--- config.mk ---
export PLATFORM = sky130hd
export DESIGN_NAME = spi_slave_rx
export DESIGN_NICKNAME = d
export VERILOG_FILES = /design/src/rtl/spi_slave_rx.sv
export SDC_FILE = /design/constraint.sdc
export NUM_CORES = 1
export LEC_CHECK = 0
export CAP_MARGIN = 20
export CORE_MARGIN = 5
export CORE_UTILIZATION = 42
export CTS_CLUSTER_SIZE = 8
export DETAILED_ROUTE_END_ITERATION = 10
export PLACE_DENSITY = 0.7
export SYNTH_ARGS = -nofsm -noshare
export SYNTH_HDL_FRONTEND = slang
export SYNTH_SLANG_ARGS = --single-unit
export TNS_END_PERCENT = 10
--- constraint.sdc ---
create_clock -name clk -period 1.91 [get_ports clk]
set_input_delay 0.191 -clock clk [delete_from_list [all_inputs] [get_ports clk]]
set_output_delay 0.191 -clock clk [all_outputs]
set_load 0.01 [all_outputs]
--- src/rtl/spi_slave_rx.sv ---
`default_nettype none
// ============================================================================
// Module   : spi_slave_rx
// Brief    : SPI mode-0 slave receiver with input synchronizers, valid/ack word
//            handshake, overrun/frame errors; optional MISO via SPI_SLAVE_MISO_EN.
// Revision : 1.0 - initial release
// ============================================================================
module spi_slave_rx #(
  parameter int WIDTH       = 8,
  parameter int SYNC_STAGES = 2
) (
  input  logic                     clk,
  input  logic                     reset,
  input  logic                     s_cs,
  input  logic                     s_sclk,
  input  logic                     s_mosi,
  input  logic                     rx_ack,
`ifdef SPI_SLAVE_MISO_EN
  input  logic [WIDTH-1:0]         tx_data,
  output logic                     s_miso,
`endif
  output logic [WIDTH-1:0]         rx_data,
  output logic                     rx_valid,
  output logic                     rx_overrun,
  output logic                     frame_err,
  output logic [$clog2(WIDTH):0]   bit_count
);

  localparam int                 c_CNT_W    = $clog2(WIDTH) + 1;
  localparam logic [c_CNT_W-1:0] c_WORD_END = c_CNT_W'(WIDTH);
  localparam logic [c_CNT_W-1:0] c_CNT_ONE  = c_CNT_W'(1);

  typedef enum logic [0:0] {
    ST_IDLE  = 1'b0,
    ST_SHIFT = 1'b1
  } state_t;

  state_t                 r_state;
  logic [SYNC_STAGES-1:0] r_cs_sync;
  logic [SYNC_STAGES-1:0] r_sclk_sync;
  logic [SYNC_STAGES-1:0] r_mosi_sync;
  logic                   r_sclk_q;
  logic [WIDTH-1:0]       r_shreg;

  logic                   w_cs_n_s;
  logic                   w_sclk_s;
  logic                   w_mosi_s;
  logic                   w_rise;
  logic                   w_word_done;
  logic [c_CNT_W-1:0]     w_cnt_next;
  logic [WIDTH-1:0]       w_shift_next;

  // All SPI pins are asynchronous to clk; every use goes through the final stage.
  always_ff @(posedge clk or posedge reset) begin
    if (reset) begin
      r_cs_sync   <= '0;
      r_sclk_sync <= '0;
      r_mosi_sync <= '0;
      r_sclk_q    <= 1'b0;
    end else begin
      r_cs_sync   <= {r_cs_sync[SYNC_STAGES-2:0], s_cs};
      r_sclk_sync <= {r_sclk_sync[SYNC_STAGES-2:0], s_sclk};
      r_mosi_sync <= {r_mosi_sync[SYNC_STAGES-2:0], s_mosi};
      r_sclk_q    <= w_sclk_s;
    end
  end

  assign w_cs_n_s     = r_cs_sync[SYNC_STAGES-1];
  assign w_sclk_s     = r_sclk_sync[SYNC_STAGES-1];
  assign w_mosi_s     = r_mosi_sync[SYNC_STAGES-1];
  assign w_rise       = w_sclk_s & ~r_sclk_q;
  assign w_cnt_next   = bit_count + c_CNT_ONE;
  assign w_shift_next = {r_shreg[WIDTH-2:0], w_mosi_s};
  assign w_word_done  = (r_state == ST_SHIFT) && !w_cs_n_s && w_rise &&
                        (w_cnt_next == c_WORD_END);

  always_ff @(posedge clk or posedge reset) begin
    if (reset) begin
      r_state    <= ST_IDLE;
      r_shreg    <= '0;
      bit_count  <= '0;
      rx_data    <= '0;
      rx_valid   <= 1'b0;
      rx_overrun <= 1'b0;
      frame_err  <= 1'b0;
    end else begin
      frame_err <= 1'b0;
      if (rx_valid && rx_ack) begin
        rx_valid <= 1'b0;
      end

      case (r_state)
        ST_IDLE: begin
          if (!w_cs_n_s) begin
            r_state   <= ST_SHIFT;
            bit_count <= '0;
            r_shreg   <= '0;
          end
        end
        ST_SHIFT: begin
          if (w_cs_n_s) begin
            // A partial word is simply dropped; only the error pulse survives.
            r_state   <= ST_IDLE;
            bit_count <= '0;
            if (bit_count != '0) begin
              frame_err <= 1'b1;
            end
          end else if (w_rise) begin
            r_shreg <= w_shift_next;
            if (w_word_done) begin
              bit_count <= '0;
              if (!rx_valid || rx_ack) begin
                rx_data  <= w_shift_next;
                rx_valid <= 1'b1;
              end else begin
                rx_overrun <= 1'b1;
              end
            end else begin
              bit_count <= w_cnt_next;
            end
          end
        end
        default: r_state <= ST_IDLE;
      endcase
    end
  end

`ifdef SPI_SLAVE_MISO_EN
  logic [WIDTH-1:0] r_tx_shreg;
  logic             r_tx_hold;
  logic             w_fall;

  assign w_fall = ~w_sclk_s & r_sclk_q;

  // After a word wrap the freshly loaded MSB must survive the falling edge
  // that closes the previous word, so that one fall is absorbed by r_tx_hold.
  always_ff @(posedge clk or posedge reset) begin
    if (reset) begin
      r_tx_shreg <= '0;
      r_tx_hold  <= 1'b0;
    end else if (r_state == ST_IDLE) begin
      if (!w_cs_n_s) begin
        r_tx_shreg <= tx_data;
        r_tx_hold  <= 1'b0;
      end
    end else if (!w_cs_n_s) begin
      if (w_word_done) begin
        r_tx_shreg <= tx_data;
        r_tx_hold  <= 1'b1;
      end else if (w_fall) begin
        if (r_tx_hold) begin
          r_tx_hold <= 1'b0;
        end else begin
          r_tx_shreg <= {r_tx_shreg[WIDTH-2:0], 1'b0};
        end
      end
    end
  end

  assign s_miso = (r_state == ST_SHIFT) ? r_tx_shreg[WIDTH-1] : 1'b0;
`endif

endmodule
`default_nettype wire

* Yosys cells after proc, flatten, opt, wreduce, memory -nomap -nowiden
Index checks and enable logic that the tools add are counted.
** Operators by class
- Add/sub/neg operators :: 1
- Equal/unequal tests :: 5
- Multiplexer cells :: 19
- Bitwise gates (word level) :: 5
- Reductions and logical operators :: 12
** Operators with widths (count)
- 7-bit two-way mux :: 3
- 4-bit two-way mux :: 4
- 7-bit one-hot mux with 2 select lines :: 1
- 1-bit two-way mux :: 10
- 5-bit AND reduction :: 2
- 4-bit one-hot mux with 2 select lines :: 1
- 4-bit by 1-bit adder with 4-bit output (second input constant) :: 1
- 4-bit equality test (second input constant) :: 1
- 1-bit logical AND :: 4
- 2-bit != test (second input constant) :: 2
- 1-bit NOT :: 4
- 4-bit nonzero test :: 1
- 3-bit by 1-bit != test with 1-bit output (second input constant) :: 1
- 3-bit AND reduction :: 1
- 1-bit logical NOT :: 2
- 2-bit by 1-bit != test with 1-bit output (second input constant) :: 1
- 2-bit AND reduction :: 1
- 1-bit bitwise AND :: 1
- 1-bit logical OR :: 1
** Word-level totals
- Register bits after elaboration :: 30
- Input port bits :: 6
- Word-level logic and storage cells :: 53

* Depth between registers and ports, before layout
- Depth after elaboration :: 8
- Gate-level depth with buffers :: 5

* Worst setup path before layout
OpenSTA, ideal clock, no wires.
- Path type :: reg2reg
- Start point :: register bit_count[0]
- End point :: register rx_data[0]
- Setup time :: 0.125 ns
- Arrival time :: 1.777 ns
- Required time :: 1.785 ns
- Path slack :: 0.008 ns
- Stages on the path, launching flop included :: 6
- Period minus slack after synthesis :: 1.902 ns
- Cell sequence :: dfrtp_1 ha_1 xnor2_1 nand2_1 nor4_4 mux2_2
** Between the ends
- Word-level cells in the longest chain between the ends :: 4
** RTL lines
- start, declared :: line 26 : output logic [$clog2(WIDTH):0] bit_count
- start signal, assigned :: line 119 : bit_count <= w_cnt_next;
- 4-bit by 1-bit adder with 4-bit output :: line 72 : assign w_cnt_next = bit_count + c_CNT_ONE;
- 4-bit equality test :: line 75 : (w_cnt_next == c_WORD_END);
- 1-bit logical AND :: line 74 : assign w_word_done = (r_state == ST_SHIFT) && !w_cs_n_s && w_rise &&
- 5-bit AND reduction (no line)
- end signal, assigned :: line 113 : rx_data <= w_shift_next;
- end, declared :: line 22 : output logic [WIDTH-1:0] rx_data,
No other way between the ends.
A chain may end at the register's enable or synchronous reset.

* Worst setup path in the final report
- Start point :: register bit_count[1]
- End point :: register rx_data[0]
The elaborated chain is that of the path after synthesis.

==> out/qor.log <==
INFO  status         outcome=finished, final reports clean
INFO  floorplan      num_rows=19
INFO  logic_synthesis post_synth_inst_count=90
INFO  routing        number_of_design_rule_violations_left_after_detail_routing=0
INFO  power_and_ir_drop cellLeakagePower=0.743nW
INFO  setup_path     regToRegSetupSlack=0.13ns
INFO  logic_synthesis synth.ff_latch_count=30
INFO  global_route   first_pass_grt_wire_length=3.80mm
INFO  setup_path     start_of_the_worst_register_to_register_path=bit_count[1]$_DFFE_PP0P_
INFO  layout         layout.nets=130
INFO  global_route   grt_overflow=0
INFO  clock_tree     cts_post_setup_buffers_inserted=0
INFO  layout         antenna-diode-count=0
INFO  logic_synthesis synth_seq_area_share=60.2%
INFO  global_route   grt_antenna_before_repair=0
INFO  floorplan      design.die.area=0.00416sqmm
INFO  clock_tree     postCtsHoldBufs=0
INFO  sta            setup_slack=0.135ns
INFO  setup_path     crit-reg2reg-capture=rx_data[0]$_DFFE_PP0P_
INFO  floorplan      fp.dieW=64.5um
INFO  sta            unrepaired_setup_endpoints_after_global_routing=false
INFO  placed_design  total_of_buffers_placed_on_input_and_output_ports=20
INFO  logic_synthesis share_of_synthesized_flip_flops_with_an_asynchronous_set_or_reset=100%
INFO  power_and_ir_drop powerDensity=698mW/mm^2
INFO  global_route   grt_pass1_vias=864
INFO  clock_tree     cts.sinks=30
INFO  sta            finalCriticalPeriod=1.78ns
INFO  floorplan      die_height=64.5um
INFO  logic_synthesis post_synth.cell_area_avg=13.9squm
INFO  routing        drt-wirelength-per-cell=14.5um
INFO  clock_tree     clock_insertion_delay_worst_skew=0.32ns
INFO  clock_tree     clk_pin_slew=0.09ns
INFO  clock_tree     cts-buffers-inserted=5
INFO  setup_path     required_time_at_the_worst_slack_endpoint=2.12ns
INFO  min_path       hold_path_class=in2async
INFO  sta            post-route-period-util=92.9%
INFO  sta            timing.max_slew.rel_slack=75.0%
INFO  floorplan      core_area=0.00281sqmm
INFO  setup_path     critical-path-slowest-cell=sky130_fd_sc_hd__dfrtp_1
INFO  sta            final.setup.tns=0ns
INFO  setup_path     worst_r2r_path_depth=6
INFO  clock_tree     ctsRootBufferMaster=sky130_fd_sc_hd__clkbuf_4
INFO  sta            worst_max_slew_pin_slew=0.375ns
INFO  logic_synthesis number_of_enable_type_register_cells_in_the_synthesized_netlist=0
INFO  clock_tree     cts.path.max_buffers=2
INFO  routing        drt_iter0_markers=25
INFO  placed_design  place.detailed.hpwl=1.59mm
INFO  power_and_ir_drop ir_drop_worst_case_vdd=0.483mV
INFO  setup_path     setup.worst_path.start_class=flip-flop
INFO  clock_tree     cts_htree_levels=2
INFO  sta            worst_clock_skew=0.00689ns
INFO  logic_synthesis yosys.cell_types.count=26
INFO  logic_synthesis yosysWarnings=0
INFO  logic_synthesis mappedNetlistNets=99
INFO  routing        first_pass_iters=4
INFO  routing        routed-via-count=824
INFO  placed_design  place_worst_setup_slack=0.100ns
INFO  setup_path     timing.critical_path.cells=ha_1 > xnor2_2 > nand2_1 > nor4_4 > buf_6 > mux2_2
INFO  logic_synthesis synth_top_flop_cell=sky130_fd_sc_hd__dfrtp_1
INFO  routing        routed_via_density=5.39
INFO  setup_path     endpoint_kind=flip-flop
INFO  flow_run       max-cap-violations=0
INFO  placed_design  placer_congestion=0.726
INFO  logic_synthesis netlist_area=0.00125sqmm
INFO  routing        routed_wirelength=2.22mm
INFO  logic_synthesis synth.largest_area_cell=sky130_fd_sc_hd__dfrtp_1
INFO  layout         drive_above_1_share=23.8%
INFO  setup_path     worst_ep_arrival_time=1.98ns
INFO  sta            setup_viol=0
INFO  sta            maxClockFrequency=0.563GHz
INFO  floorplan      starting_utilization_of_the_core_area=44.5%
INFO  global_route   maximum_number_of_pins_on_one_net_before_global_route_repair=31
INFO  logic_synthesis post-synth-top-area-fraction=60.2%
INFO  global_route   overall_routing_resource_usage=12.2%
INFO  clock_tree     cts_tree=yes
INFO  floorplan      boundaryPins=21
INFO  setup_path     max_stage_delay=0.41ns
INFO  layout         area_growth=26.7%
INFO  setup_path     critical_path.startpoint=bit_count[1]$_DFFE_PP0P_
INFO  sta            drv_slew=0
INFO  setup_path     cp_max_fo=8
INFO  setup_path     timing_worst_setup_path_type=reg2reg
INFO  sta            hold_viol=0
INFO  routing        antenna_left=0
INFO  logic_synthesis post_synth_main_area_contributors=sky130_fd_sc_hd__dfrtp_1 (60%), sky130_fd_sc_hd__a22o_1 (9.1%), sky130_fd_sc_hd__mux2_2 (7.2%), sky130_fd_sc_hd__ha_1 (3.0%), sky130_fd_sc_hd__buf_6 (1.8%)
[layer usage]
layer / wire, um / part of all wire [%] / GRT usage (%) / up-vias
met5: 0 / 0 / 0 / -
met4: 40 / 1.8 / 5.54 / 0
met3: 119 / 5.4 / 5.35 / 6
met2: 1080 / 49 / 19.6 / 27
met1: 981 / 44 / 14.1 / 406
li1: - / - / - / 385
[layout make-up]
cell class	count	area, sq um
Sequential cell	30	751
Clock inverter	1	5.00
Inverter	4	15.0
Fill cell	248	1220
Clock buffer	7	55.1
Multi-Input combinational cell	54	467
Tap cell	31	38.8
Timing Repair Buffer	26	249
[kinds of logic (layout without fill, tap and decap cells)]
kind of cell | count (synthesis) | after routing | share of synthesized area (%)
fa+ha+maj | 3 | 3 | 3.01
simple gates | 19 | 19 | 10.8
flops | 30 | 30 | 60.2
mux | 8 | 8 | 7.22
compound gates | 22 | 22 | 13.7
xor+xnor | 2 | 2 | 2.01
buf+inv | 6 | 38 | 3.01
[state kept, by name, indices dropped and copies added, names as in the netlist]
| register | flops |
|---|---|
| frame_err | 1 |
| bit_count | 4 |
| rx_data | 8 |
| r_cs_sync | 2 |
| r_sclk_sync | 2 |
| rx_valid | 1 |
| r_shreg | 7 |
| rx_overrun | 1 |
| r_state | 1 |
| r_mosi_sync | 2 |
| r_sclk_q | 1 |
[where the power goes]
group          switching [W]  leakage (nW)  internal, W
clock network       0.000206        0.0353     0.000178
registers          0.0000131         0.400     0.000647
logic              0.0000319         0.308    0.0000271
total               0.000251         0.743     0.000852
[cell usage after synthesis, types with 2 or more instances]
cell	instances
sky130_fd_sc_hd__dfrtp_1	30
sky130_fd_sc_hd__a22o_1	13
sky130_fd_sc_hd__mux2_2	8
sky130_fd_sc_hd__nand2_1	5
sky130_fd_sc_hd__a21oi_1	4
sky130_fd_sc_hd__inv_1	4
sky130_fd_sc_hd__ha_1	3
sky130_fd_sc_hd__a21o_1	2
sky130_fd_sc_hd__and2_1	2
sky130_fd_sc_hd__buf_6	2
sky130_fd_sc_hd__nor2_1	2
[metrics by stage]
step                cell area (sq um)  power, W  utilization, %  cells  hold slack (ns)
floorplan                        1250  0.000706               -     90            0.222
global placement                 1510  0.000729            53.8    145            0.332
detailed placement               1510  0.000732            53.8    145            0.341
CTS                              1570   0.00112            55.9    153            0.233
global route                     1580   0.00116            56.3    153            0.250
finish                           1580   0.00110            56.3    153            0.231
[layout by cell type (no fill, tap or decap), types with 2 or more instances in the layout]
cell type / netlist / final
sky130_fd_sc_hd__dfrtp_1: 30 / 30
sky130_fd_sc_hd__clkdlybuf4s50_1: 0 / 20
sky130_fd_sc_hd__a22o_1: 13 / 13
sky130_fd_sc_hd__mux2_2: 8 / 8
sky130_fd_sc_hd__nand2_1: 5 / 5
sky130_fd_sc_hd__clkbuf_4: 0 / 5
sky130_fd_sc_hd__buf_4: 0 / 5
sky130_fd_sc_hd__inv_1: 4 / 4
sky130_fd_sc_hd__a21oi_1: 4 / 4
sky130_fd_sc_hd__ha_1: 3 / 3
sky130_fd_sc_hd__nor2_1: 2 / 2
sky130_fd_sc_hd__and2_1: 2 / 2
sky130_fd_sc_hd__a21o_1: 2 / 2
[worst max path at each step]
stage / end / slack (ns) / cells after the start
finish: rx_data[0]$_DFFE_PP0P_ / 0.13 / 6
global route: rx_data[7]$_DFFE_PP0P_ / 0.02 / 6
CTS: rx_data[5]$_DFFE_PP0P_ / 0.08 / 6
detailed placement: rx_data[5]$_DFFE_PP0P_ / 0.10 / 5
global placement: rx_data[0]$_DFFE_PP0P_ / 0.11 / 5
floorplan: rx_data[0]$_DFFE_PP0P_ / 0.008 / 5
[critical path: cells and delay by family, from the launching register on]
kind                       cells  cell delay (ns)
muxes                          1             0.33
xor gates and xnor gates       1             0.15
adders and majority gates      1             0.26
DFF                            1             0.41
buffers and inverters          1             0.17
and+or+nand+nor                2             0.34
[what timing repair did]
item	4_1_cts	5_1_grt
gates resized for setup	0	2
hold endpoints to repair	0	0
setup endpoints to repair	0	8
Note: power is estimated with default switching activity, not from simulation.
